File: src/rtl/rtc_reg_bank.sv
// rtc_reg_bank: RTC capture shadow bank with direct/burst addressing, atomic commit to a visible bank,
// dirty/BCD-error flags and select-error pulses.
module rtc_reg_bank #(
  parameter int DATA_W    = 8,
  parameter int NUM_REGS  = 9,
  parameter int SEL_W     = 4,
  parameter int BASE_SEL  = 1,
  parameter int CHECK_BCD = 1
) (
  input  logic                         clk,
  input  logic                         reset,
  input  logic                         LL_signal,
  input  logic [DATA_W-1:0]            dato_rtc,
  input  logic [SEL_W-1:0]             reg_select,
  input  logic                         burst_mode,
  input  logic                         burst_start,
  input  logic                         commit,
  output logic [NUM_REGS*DATA_W-1:0]   regs_out,
  output logic [NUM_REGS-1:0]          dirty_mask,
  output logic [NUM_REGS-1:0]          bcd_err_mask,
  output logic                         burst_busy,
  output logic                         burst_done,
  output logic                         commit_done,
  output logic                         sel_err
);
  localparam int PW = NUM_REGS > 1 ? $clog2(NUM_REGS) : 1;
  localparam logic [31:0] BASE = BASE_SEL;
  localparam logic [31:0] NREG = NUM_REGS;
  localparam logic [PW-1:0] LAST = PW'(NUM_REGS - 1);
  typedef enum logic [1:0] {IDLE, ARMED, AUTO} state_t;
  state_t state, state_next;
  logic [PW-1:0] ptr;
  logic [DATA_W-1:0] shadow [NUM_REGS];
  logic [DATA_W-1:0] visible [NUM_REGS];
  logic [31:0] sel, idx;
  logic direct_ok, burst_wr, wr_en, do_commit, auto, bcd_bad;
  always_comb begin
    sel = 32'(reg_select);
    direct_ok = sel >= BASE && sel - BASE < NREG;
    burst_wr = LL_signal && burst_mode && state == ARMED;
    wr_en = burst_wr || (LL_signal && !burst_mode && direct_ok);
    idx = burst_mode ? 32'(ptr) : sel - BASE;
    do_commit = commit || auto;
  end
  always_comb begin
    bcd_bad = 1'b0;
    for (int n = 0; n < DATA_W / 4; n++) bcd_bad |= CHECK_BCD != 0 && dato_rtc[4*n +: 4] > 4'd9;
  end
  always_ff @(posedge clk or posedge reset)
    if (reset) state <= IDLE;
    else state <= state_next;
  always_comb begin
    state_next = state;
    case (state)
      IDLE:    state_next = burst_start ? ARMED : IDLE;
      ARMED:   state_next = !burst_start && burst_wr && ptr == LAST ? AUTO : ARMED;
      default: state_next = IDLE;
    endcase
  end
  always_comb begin
    burst_busy = state == ARMED;
    auto = state == AUTO;
  end
  // A write and a commit on the same edge: visible takes the pre-edge shadow and the dirty set wins.
  always_ff @(posedge clk or posedge reset)
    if (reset) begin
      ptr <= '0;
      dirty_mask <= '0;
      bcd_err_mask <= '0;
      burst_done <= 1'b0;
      commit_done <= 1'b0;
      sel_err <= 1'b0;
      for (int i = 0; i < NUM_REGS; i++) begin
        shadow[i] <= '0;
        visible[i] <= '0;
      end
    end else begin
      ptr <= burst_start && !auto ? '0 : burst_wr ? (ptr == LAST ? '0 : ptr + PW'(1)) : ptr;
      burst_done <= auto;
      commit_done <= do_commit;
      sel_err <= LL_signal && !wr_en;
      for (int i = 0; i < NUM_REGS; i++) begin
        if (do_commit) visible[i] <= shadow[i];
        if (wr_en && idx == 32'(i)) begin
          shadow[i] <= dato_rtc;
          dirty_mask[i] <= 1'b1;
          bcd_err_mask[i] <= bcd_bad;
        end else if (do_commit) dirty_mask[i] <= 1'b0;
      end
    end
  for (genvar i = 0; i < NUM_REGS; i++) begin : g_out
    assign regs_out[i*DATA_W +: DATA_W] = visible[i];
  end
endmodule

File: config.mk
export PLATFORM = sky130hd
export DESIGN_NAME = rtc_reg_bank
export DESIGN_NICKNAME = d
export VERILOG_FILES = /design/src/rtl/rtc_reg_bank.sv
export SDC_FILE = /design/constraint.sdc
export NUM_CORES = 1
export LEC_CHECK = 0
export CORE_UTILIZATION = 57
export CTS_BUF_LIST = sky130_fd_sc_hd__clkbuf_8 sky130_fd_sc_hd__clkbuf_16
export CTS_CLUSTER_SIZE = 24
export DETAILED_ROUTE_END_ITERATION = 10
export PLACE_DENSITY_LB_ADDON = 0.12
export SLEW_MARGIN = 30
export SYNTH_ARGS = -nofsm -noshare
export SYNTH_HDL_FRONTEND = slang
export SYNTH_SLANG_ARGS = --single-unit
File: constraint.sdc
create_clock -name clk -period 14.5 [get_ports clk]
set_input_delay 4.35 -clock clk [delete_from_list [all_inputs] [get_ports clk]]
set_output_delay 4.35 -clock clk [all_outputs]
set_load 0.05 [all_outputs]
Word-level counts from Yosys, hierarchy flattened
Index checks and enable logic that the tools add are counted.
{"block": "word_totals", "regBits": 171, "input_bits": 18, "out_inout_bits": 94, "word_cells": 112}
{"block": "classes", "add_sub_neg": 2, "order_cmp": 4, "n_eq_ne": 11, "mux": 17, "n_bitwise": 1, "n_reduce_logical": 36}
{"cell": "$eq A32 B3 Y1 const B", "n": 4}
{"cell": "$eq A32 B2 Y1 const B", "n": 2}
{"cell": "$eq A32 B1 Y1 const B", "n": 1}
{"cell": "$eq A32 B4 Y1 const B", "n": 1}
{"cell": "$logic_not A32 Y1", "n": 1}
{"cell": "$lt A32 B4 Y1 const B", "n": 1}
{"cell": "$mux W32", "n": 1}
{"cell": "$reduce_bool A2 Y1", "n": 10}
{"cell": "$logic_and A1 B1 Y1", "n": 18}
{"cell": "$mux W4", "n": 3}
{"cell": "$mux W1", "n": 11}
{"cell": "$gt A4 B4 Y1 const B", "n": 2}
{"cell": "$sub A4 B1 Y5 const B", "n": 1}
{"cell": "$add A4 B1 Y4 const B", "n": 1}
{"cell": "$eq A4 B4 Y1 const B", "n": 1}
{"cell": "$ge A4 B1 Y1 const B", "n": 1}
{"cell": "$logic_not A1 Y1", "n": 4}
{"cell": "$pmux W2 S2", "n": 1}
{"cell": "$eq A2 B1 Y1 const B", "n": 1}
{"cell": "$eq A2 B2 Y1 const B", "n": 1}
{"cell": "$logic_not A2 Y1", "n": 1}
{"cell": "$logic_or A1 B1 Y1", "n": 2}
{"cell": "$mux W2", "n": 1}
{"cell": "$or A1 B1 Y1", "n": 1}

Logic depth before layout (Yosys ltp)
Gate-level depths: netlist of the first run.
{"block": "logic_depth", "word_depth": 7, "mapped_depth": 8, "ltp_nobuf": 7}

Worst setup path after synthesis of the first run
No wires, ideal clock.
{"block": "synth_path", "path_type": "input -> register", "from": "in reg_select[0]", "to": "reg bcd_err_mask[4]", "setup_ps": 128, "arrival_time_ps": 6164, "t_required_ps": 14372, "setup_slack_ps": 8208, "stages": 8, "n_path_buf": 1, "cell_sequence": "inv_1 -> ha_1 -> nor3b_1 -> a2111oi_4 -> o22ai_4 -> nor4b_1 -> buf_2 -> mux2_1"}
{"block": "synth_via", "elab_chain_cells": 6, "elab_cells_between_ends": 9, "classes_between": "1 x add/sub; 2 x order compare; 1 x eq/ne; 1 x mux; 4 x reduce/logical"}
{"item": "from (decl)", "line": "14", "source": "input logic [SEL_W-1:0] reg_select,"}
{"item": "$sub A4 B1 Y5", "line": "39, 42"}
{"item": "$lt A32 B4 Y1", "line": "39", "source": "direct_ok = sel >= BASE && sel - BASE < NREG;"}
{"item": "$logic_and A1 B1 Y1", "line": "39"}
{"item": "$logic_and A1 B1 Y1", "line": "41", "source": "wr_en = burst_wr || (LL_signal && !burst_mode && direct_ok);"}
{"item": "$logic_or A1 B1 Y1", "line": "41"}
{"item": "$logic_and A1 B1 Y1 *", "line": "84", "source": "if (wr_en && idx == 32'(i)) begin"}
{"item": "to (signal assigned)", "line": "69", "source": "bcd_err_mask <= '0;"}
{"item": "to (signal, indexed assignment)", "line": "87", "source": "bcd_err_mask[i] <= bcd_bad;"}
{"item": "to (decl)", "line": "20", "source": "output logic [NUM_REGS-1:0] bcd_err_mask,"}
Mark *: on every way between the ends. The rest lies on a longest branch, timed or not.
A chain may end at the register's enable or synchronous reset.

Worst setup path after layout of the first run
{"block": "layout_path", "from": "in reg_select[0]", "to": "reg shadow[1] (netlist bit)"}
{"block": "layout_via", "elab_chain_cells": 6, "elab_cells_between_ends": 9, "classes_between": "1 x add/sub; 2 x order compare; 1 x eq/ne; 1 x mux; 4 x reduce/logical"}
{"item": "$sub A4 B1 Y5", "line": "39, 42"}
{"item": "$lt A32 B4 Y1", "line": "39"}
{"item": "$logic_and A1 B1 Y1", "line": "39"}
{"item": "$logic_and A1 B1 Y1", "line": "41"}
{"item": "$logic_or A1 B1 Y1", "line": "41"}
{"item": "$logic_and A1 B1 Y1 *", "line": "84"}
{"item": "to (signal, indexed assignment)", "line": "85", "source": "shadow[i] <= dato_rtc;"}
{"item": "to (decl)", "line": "33", "source": "logic [DATA_W-1:0] shadow [NUM_REGS];"}
Marked as above.

==> results of run 1 <==
## layout make-up
class                   instances  area (sq um)
fillers                       747          2860
clock inverters                10           113
flip-flops and latches        171          4280
multi-input cells             242          2400
repair buffers                114          1140
inverters                      11          46.3
well taps                     143           179
clock buffers                  22           494
## worst paths after layout
| path | end | slack (ns) | cells after the start | start |
|---|---|---|---|---|
| max in group asynchronous | shadow[45]$_DFFE_PP0P_ | 8.87 | 3 | reset |
| worst max-delay path | shadow[1]$_DFFE_PP0P_ | 7.65 | 8 | reg_select[0] |
| worst min register to register | dirty_mask[5]$_DFFE_PP0P_ | 0.48 | 1 | dirty_mask[5]$_DFFE_PP0P_ |
| worst max register to register | shadow[1]$_DFFE_PP0P_ | 12.26 | 5 | state[1]$_DFF_PP0_ |
| worst min-delay path | dirty_mask[5]$_DFFE_PP0P_ | 0.48 | 1 | dirty_mask[5]$_DFFE_PP0P_ |
| min in group asynchronous | sel_err$_DFF_PP0_ | 4.44 | 2 | reset |
## metal layers
layer	part of all wire	up-vias
met5	0	-
met4	0.010	0
met3	0.061	10
met2	0.51	96
met1	0.42	2050
li1	-	1800
## kinds of logic after synthesis
logic type | synth area share
and+or+nand+nor | 0.0495
muxes | 0.258
AOI/OAI and AO/OA | 0.0337
xor gates and xnor gates | 0.00258
adders and majority gates | 0.00736
DFF | 0.630
buffers and inverters | 0.0188
## cell usage after synthesis, drive strengths merged, types with 2 or more instances
| cell | number | area (sq um) |
|---|---|---|
| a21o | 7 | 52.6 |
| nor2 | 10 | 62.6 |
| or3 | 2 | 12.5 |
| dfrtp | 171 | 4280 |
| nand4b | 2 | 23.8 |
| ha | 4 | 50.1 |
| nor3 | 3 | 15.0 |
| nand3 | 9 | 45.0 |
| nor4b | 2 | 17.5 |
| inv | 11 | 41.3 |
| nand2b | 3 | 18.8 |
| nor2b | 2 | 12.5 |
| nand3b | 3 | 22.5 |
| buf | 6 | 33.8 |
| nand2 | 10 | 37.5 |
| clkbuf | 14 | 52.6 |
| mux2 | 153 | 1760 |
| o21ai | 8 | 40.0 |
| or3b | 3 | 26.3 |
| a21oi | 6 | 30.0 |
## report_power, final
part,internal [uW],switching [uW]
logic,244,385
registers,617,74.6
clock network,276,176
## registers in the layout, indices dropped and copies added, names as in the netlist
name	cells
bcd_err_mask	9
burst_done	1
commit_done	1
dirty_mask	9
ptr	4
regs_out	72
sel_err	1
shadow	72
state	2
## worst max-delay path: stages
cell	delay, ns
clkdlybuf4s50_1	0.65
inv_1	0.08
ha_1	0.25
nor3b_1	0.18
a2111oi_4	0.39
o22ai_4	0.20
or3_1	0.66
mux2_4	0.38
## stage by stage
| step | instances | util |
|---|---|---|
| after floorplan | 444 | - |
| after global placement | 681 | 0.698 |
| after detailed placement | 681 | 0.699 |
| after CTS | 713 | 0.752 |
| after global routing | 713 | 0.752 |
| final | 713 | 0.752 |
==> impl_metrics.tcl, run 1 <==
set metrics [dict create \
    grt_setup_unrepaired "no" \
    dr.pass1.iters 9 \
    coreArea_sq_um 11500 \
    finalInstanceArea_sq_um 8660 \
    drive_gt1_frac 0.342 \
    clock.fmax_mhz 146 \
    vias 3956 \
    peakVddDrop_mv 0.154 \
    drcViolationCount 22 \
    drt-vias-per-instance 5.55 \
    p_total_uw 1770 \
    ioPinCount 112 \
    post_cts_buffers 0 \
    cts_sinks 171 \
    postSynthAreaPerCell_sq_um 15.3 \
    ctsHoldBuffers 0 \
    initial_core_util 0.590 \
    fin_crit_ns 6.85 \
    relSlewSlack 0.491 \
    cts.repair.resized 0 \
    post_drt_wl_per_cell_um 19.6 \
    grt_pass1_wl_um 22500 \
    io_buffers 111 \
    synth_edf_count 0 \
    clkTransAtPathRegs_ns 0.06 \
    die_y_um 111 \
    critPathLaunchType "input port" \
    rows 39 \
    cts_made_buffers 17 \
    area_growth_pct 27.4 \
    hold_viol_final 0 \
    ys_warn_count 0 \
    p_leak_uw 0.00396 \
    place_area_sq_um 8050 \
    period_share 0.473 \
    gr-usage-met2 0.408 \
    cts-root-buf "clkbuf_16" \
    first_global_vias 4140 \
    worstMarginPinSlew_ns 0.764 \
    failed_checks "DRC" \
    synth_fp_nets 466 \
    busiest_layer "met2" \
    holdWs_ns 0.476 \
    finClkSkew_ns 0.00609 \
    place_ws_ns 7.22 \
    synth_cells 444 \
    final_antenna_net_count 0 \
    p_per_area_nw_per_um2 205 \
    grt.met3_usage 0.0776 \
    antenna_found_initial 0 \
    critPathKind "input port to flop" \
    setup_tns_ns 0 \
    async_flop_share 1.00 \
    hold_class "flop to flop" \
    arrival_ns 7.15 \
    clk_latency_ns 0.42 \
    grt.total_usage 0.244 \
    die_w_um 111 \
    drtIter0Drc 165 \
    drv_slew 0 \
    grt_max_degree 87 \
    worst_slack_ns 7.65 \
    cp.required_ns 14.80 \
    final_nets 579 \
    gp_congestion 0.859 \
    diodes 0 \
    final_cell_mix "dfrtp_1, mux2_2, clkdlybuf4s50_1" \
    clockBufferDepth 2 \
    die_area_sq_um 12400 \
    gr-usage-met1 0.302 \
    synth_seq_cells 171 \
    synth_ff_type "dfrtp_1" \
    worst-path-max-fanout 10 \
    cts_tree "done" \
    totalWireLength_um 14000 \
    setup_viol 0 \
    dpl.hpwl_um 8780 \
    layout_commonest_cell "dfrtp_1" \
    netlist_area_sq_um 6800 \
    outcome "complete, but fails checks" \
    cts_max_level 4 \
    yosysUniqueCellTypes 43 \
    gr-total-overflow 0 \
    maxCapViolCount 0 \
    yosysSeqAreaShare 0.630 \
    cp-end-kind "flop" \
]
Power figures use the tool's default switching activity.
==> run 2: changes to the inputs <==
--- a/config.mk
+++ b/config.mk
@@ -5,7 +5,7 @@
 export SDC_FILE = /design/constraint.sdc
 export NUM_CORES = 1
 export LEC_CHECK = 0
-export CORE_UTILIZATION = 57
+export CORE_UTILIZATION = 48
 export CTS_BUF_LIST = sky130_fd_sc_hd__clkbuf_8 sky130_fd_sc_hd__clkbuf_16
 export CTS_CLUSTER_SIZE = 24
 export DETAILED_ROUTE_END_ITERATION = 10
==> constraint.sdc (replaced) <==
create_clock -name clk -period 5.64 [get_ports clk]
set_input_delay 1.692 -clock clk [delete_from_list [all_inputs] [get_ports clk]]
set_output_delay 1.692 -clock clk [all_outputs]
set_load 0.05 [all_outputs]
==> run 2 against run 1 <==
Effect of this change: the run now ends clean; sequential share of layout area decreased by 0.88 points; first-iteration DRC count increased by 17%; critical path depth unchanged; combinational power increased to 2.6 times the previous value; clock-buffer cell count decreased by 1; clock skew decreased by 0.00099 ns; power increased to 2.6 times the previous value; setup slack got worse by 6.2 ns; clock power increased to 2.9 times the previous value; register-to-register slack got worse by 8.9 ns; largest power group unchanged; highest routed layer unchanged.
==> impl_metrics.tcl, run 2 (synthesis gave the netlist of run 1 again) <==
set metrics [dict create \
    p_leak_uw 0.00401 \
    antenna_found_initial 0 \
    final_nets 582 \
    hold_viol_final 0 \
    wl_met1_um 6490 \
    drive_gt1_frac 0.344 \
    arrival_ns 4.49 \
    met3_length_um 712 \
    crit_path_cell_trace "clkdlybuf4s50_1 -> inv_1 -> ha_1 -> nor3b_1 -> a2111oi_4 -> o22ai_4 -> or3_1 -> mux2_4" \
    die_area_sq_um 14600 \
    worst-path-max-fanout 10 \
    peakVddDrop_mv 0.311 \
    ctsHoldBuffers 0 \
    post_cts_buffers 0 \
    critPathLaunchType "input port" \
    io_buffers 111 \
    gp_congestion 0.830 \
    cp-end-kind "flop" \
    dr.pass1.iters 4 \
    final_cell_mix "dfrtp_1, mux2_2, clkdlybuf4s50_1" \
    holdPathEnd "dirty_mask[0]$_DFFE_PP0P_" \
    holdWs_ns 0.471 \
    die_w_um 121 \
    period_share 0.741 \
    setup_viol 0 \
    vias 3973 \
    grt_max_degree 172 \
    maxCapViolCount 0 \
    finClkSkew_ns 0.00511 \
    final_antenna_net_count 0 \
    r2r_cells 5 \
    totalWireLength_um 14000 \
    cts_max_level 4 \
    cts_sinks 171 \
    die_y_um 121 \
    outcome "finished clean" \
    diodes 0 \
    cp.required_ns 5.95 \
    post_drt_wl_per_cell_um 18.6 \
    fin_crit_ns 4.18 \
    critPathKind "input port to flop" \
    worst-r2r-setup-slack_ns 3.33 \
    min_path_cells 2 \
    slowest_stage "or3_1" \
    seq_area_sq_um 4280 \
    cts.repair.resized 0 \
    rows 43 \
    clock.fmax_mhz 239 \
    cts_tree "done" \
    reg2reg_from "state[0]$_DFF_PP0_" \
    worstMarginPinSlew_ns 0.857 \
    critical_path.max_stage_delay_ns 0.66 \
    drv_slew 0 \
    grt_setup_unrepaired "no" \
    dpl.hpwl_um 8870 \
    hold_start "dirty_mask[0]$_DFFE_PP0P_" \
    r2r-end "regs_out[40]$_DFFE_PP0P_" \
    top_layer "met4" \
    coreArea_sq_um 13800 \
    drtIter0Drc 193 \
    hold_class "flop to flop" \
    gr-total-overflow 0 \
    clkTransAtPathRegs_ns 0.06 \
    setup_tns_ns 0 \
    relSlewSlack 0.427 \
    grt_pass1_wl_um 22500 \
    dr_wl_met2_um 6550 \
    drt-vias-per-instance 5.28 \
    ioPinCount 112 \
    first_global_vias 4035 \
    drcViolationCount 0 \
    grt.total_usage 0.210 \
    layout_commonest_cell "dfrtp_1" \
    multiInputGateArea_sq_um 2400 \
    clockBufferDepth 2 \
    cts_made_buffers 17 \
    initial_core_util 0.492 \
    cts-root-buf "clkbuf_16" \
    fillers 1027 \
    area_growth_pct 29.7 \
    p_per_area_nw_per_um2 532 \
    clk_latency_ns 0.43 \
]
## run 2: how the worst max path moves through the flow
| stage | from | to | cells after the start |
|---|---|---|---|
| CTS | reg_select[0] | shadow[7]$_DFFE_PP0P_ | 8 |
| global route | reg_select[0] | shadow[1]$_DFFE_PP0P_ | 8 |
| detailed placement | reg_select[0] | shadow[7]$_DFFE_PP0P_ | 8 |
| floorplan | reset | bcd_err_mask[0]$_DFFE_PP0P_ | 1 |
| global placement | reg_select[0] | shadow[3]$_DFFE_PP0P_ | 8 |
| finish | reg_select[0] | shadow[7]$_DFFE_PP0P_ | 8 |
## run 2: power by group
group          internal [uW]  switching, uW
logic                    631            980
registers               1590            193
clock network            831            461
total                   3050           1630
## run 2: per-stage QoR
stage	worst slack, ns	power [uW]	cell area (sq um)	util	std cells
after global routing	1.31	4890	8810	0.637	753
after detailed placement	1.02	3420	8110	0.587	720
final	1.46	4680	8810	0.637	753
after floorplan	1.77	2860	6800	-	444
after global placement	1.11	3380	8110	0.587	720
after CTS	1.46	4730	8780	0.635	752
## run 2: critical path: cells and delay by family
kind / cells / cell delay [ns]
simple gates: 2 / 0.84
buf+inv: 2 / 0.72
compound gates: 2 / 0.60
mux: 1 / 0.39
fa+ha+maj: 1 / 0.25
## run 2: cell type report
class / count / area share
Sequential cell: 171 / 0.486
Multi-Input combinational cell: 242 / 0.273
Timing Repair Buffer: 117 / 0.135
Clock buffer: 21 / 0.0545
Tap cell: 180 / 0.0256
Clock inverter: 11 / 0.0216
Inverter: 11 / 0.00511
## run 2: routing by layer
layer,vias up,global-route usage
li1,1797,-
met1,2066,0.283
met2,92,0.323
met3,18,0.0555
met4,0,0.0841
met5,-,0
==> run 3: changes to the inputs <==
--- a/config.mk
+++ b/config.mk
@@ -5,7 +5,7 @@
 export SDC_FILE = /design/constraint.sdc
 export NUM_CORES = 1
 export LEC_CHECK = 0
-export CORE_UTILIZATION = 48
+export CORE_UTILIZATION = 53
 export CTS_BUF_LIST = sky130_fd_sc_hd__clkbuf_8 sky130_fd_sc_hd__clkbuf_16
 export CTS_CLUSTER_SIZE = 24
 export DETAILED_ROUTE_END_ITERATION = 10
==> constraint.sdc (replaced) <==
create_clock -name clk -period 3.9 [get_ports clk]
set_input_delay 1.17 -clock clk [delete_from_list [all_inputs] [get_ports clk]]
set_output_delay 1.17 -clock clk [all_outputs]
set_load 0.05 [all_outputs]
==> run 3 against run 2 <==
Effect of this change: register-to-register slack worse by 1.7 ns; die area fell by 9.3%; power rose by 42%; clock skew grew 0.00089 ns.
==> impl_metrics.tcl, run 3 (synthesis gave the netlist of run 1 again) <==
set metrics [dict create \
    diodes 0 \
    drive_gt1_frac 0.357 \
    first_global_vias 4141 \
    coreArea_sq_um 12600 \
    cts_tree "done" \
    peakVddDrop_mv 0.510 \
    cts_made_buffers 17 \
    clockBufferDepth 2 \
    comb_power_share 0.354 \
    finClkSkew_ns 0.00600 \
    switchingPower_uw 2400 \
    gp_congestion 0.770 \
    multiInputGateArea_sq_um 2400 \
    cp.required_ns 4.20 \
    grt_pass1_wl_um 22300 \
    setup_viol 0 \
    p_per_area_nw_per_um2 752 \
    dr.pass1.iters 4 \
    seq_area_sq_um 4280 \
    worst-path-max-fanout 10 \
    p_clk_frac 0.258 \
    gr-total-overflow 0 \
    relSlewSlack 0.495 \
    worstMarginPinSlew_ns 0.748 \
    fillers 875 \
    cts-root-buf "clkbuf_16" \
    cp-end-kind "flop" \
    drcViolationCount 0 \
    area_growth_pct 30.0 \
    ioPinCount 112 \
    hold_viol_final 0 \
    cts.repair.resized 0 \
    worst_slack_ns 0.419 \
    grt_max_degree 106 \
    clk_latency_ns 0.42 \
    final_nets 594 \
    period_share 0.893 \
    grt.total_usage 0.232 \
    rows 41 \
    antenna_found_initial 0 \
    layout_commonest_cell "dfrtp_1" \
    p_sw_frac 0.361 \
    p_int_uw 4240 \
    drtIter0Drc 209 \
    io_buffers 111 \
    drt-vias-per-instance 5.36 \
    outcome "finished clean" \
    place_ws_ns -0.00207 \
    arrival_ns 3.78 \
    die_y_um 115 \
    clock.fmax_mhz 287 \
    p_leak_uw 0.00405 \
    final_cell_mix "dfrtp_1, mux2_2, clkdlybuf4s50_1" \
    p_seq_frac 0.388 \
    dpl.hpwl_um 9000 \
    hold_class "flop to flop" \
    fin_crit_ns 3.48 \
    post_drt_wl_per_cell_um 18.5 \
    initial_core_util 0.541 \
    post_cts_buffers 0 \
    drv_slew 0 \
    critPathLaunchType "input port" \
    die_w_um 115 \
    maxCapViolCount 0 \
    cts_max_level 4 \
    critPathKind "input port to flop" \
    final_antenna_net_count 0 \
    grt_setup_unrepaired "no" \
    p_total_uw 6640 \
    ctsHoldBuffers 0 \
    vias 4056 \
    clkTransAtPathRegs_ns 0.06 \
    totalWireLength_um 14000 \
    cts_sinks 171 \
    die_area_sq_um 13300 \
]
run 3: cell types whose count changed in the layout (fill, tap and decap cells not counted):
cell and delta:
clkbuf_8 -3, bufinv_16 -2, clkinv_2 +3, buf_16 -1, buf_12 +2, inv_8 +1, clkinvlp_4 -2, inv_6 +3
buf_4 +11
run 3: path summary, 6_finish.rpt:
path	startpoint	endpoint	slack [ns]	depth (start not counted)
max in group asynchronous	reset	regs_out[3]$_DFFE_PP0P_	2.19	3
worst min register to register	dirty_mask[3]$_DFFE_PP0P_	dirty_mask[3]$_DFFE_PP0P_	0.48	1
worst min-delay path	dirty_mask[3]$_DFFE_PP0P_	dirty_mask[3]$_DFFE_PP0P_	0.48	1
worst max-delay path	reg_select[1]	shadow[2]$_DFFE_PP0P_	0.42	8
worst max register to register	state[1]$_DFF_PP0_	shadow[2]$_DFFE_PP0P_	1.68	4
min in group asynchronous	reset	regs_out[49]$_DFFE_PP0P_	1.22	3
run 3: final cells by class:
class | count | area share
Clock buffer | 18 | 0.0497
Clock inverter | 14 | 0.0190
Inverter | 11 | 0.00510
Multi-Input combinational cell | 242 | 0.272
Sequential cell | 171 | 0.484
Tap cell | 172 | 0.0244
Timing Repair Buffer | 129 | 0.145
run 3: per-stage QoR:
stage / hold slack [ns] / utilization / setup TNS (ns) / area (sq um) / cells
global placement: 0.458 / 0.655 / 0 / 8230 / 725
global route: 0.501 / 0.703 / 0 / 8830 / 757
floorplan: 0.454 / - / 0 / 6800 / 444
finish: 0.477 / 0.703 / 0 / 8830 / 757
CTS: 0.482 / 0.703 / 0 / 8830 / 757
detailed placement: 0.469 / 0.655 / -0.00303 / 8230 / 725
run 3: critical path, cell delays in order:
cell	delay, ns
clkdlybuf4s50_1	0.48
inv_1	0.06
ha_1	0.24
nor3b_1	0.18
a2111oi_4	0.39
o22ai_4	0.20
or3_1	0.67
mux2_4	0.39
run 3: power by group through the flow:
stage / sequential (uW) / combinational, uW / clock, uW
after CTS: 2580 / 2370 / 1750
final: 2580 / 2350 / 1720
after global routing: 2640 / 2460 / 1830
after global placement: 2580 / 2320 / 0
after floorplan: 3570 / 571 / 0
after detailed placement: 2610 / 2360 / 0
run 3: layer usage:
metal / wire, um / track usage / up-vias
met4: 192 / 0.0883 / 0
met2: 7070 / 0.380 / 112
met5: 0 / 0 / -
met1: 6070 / 0.299 / 2104
met3: 670 / 0.0601 / 17
li1: - / - / 1823
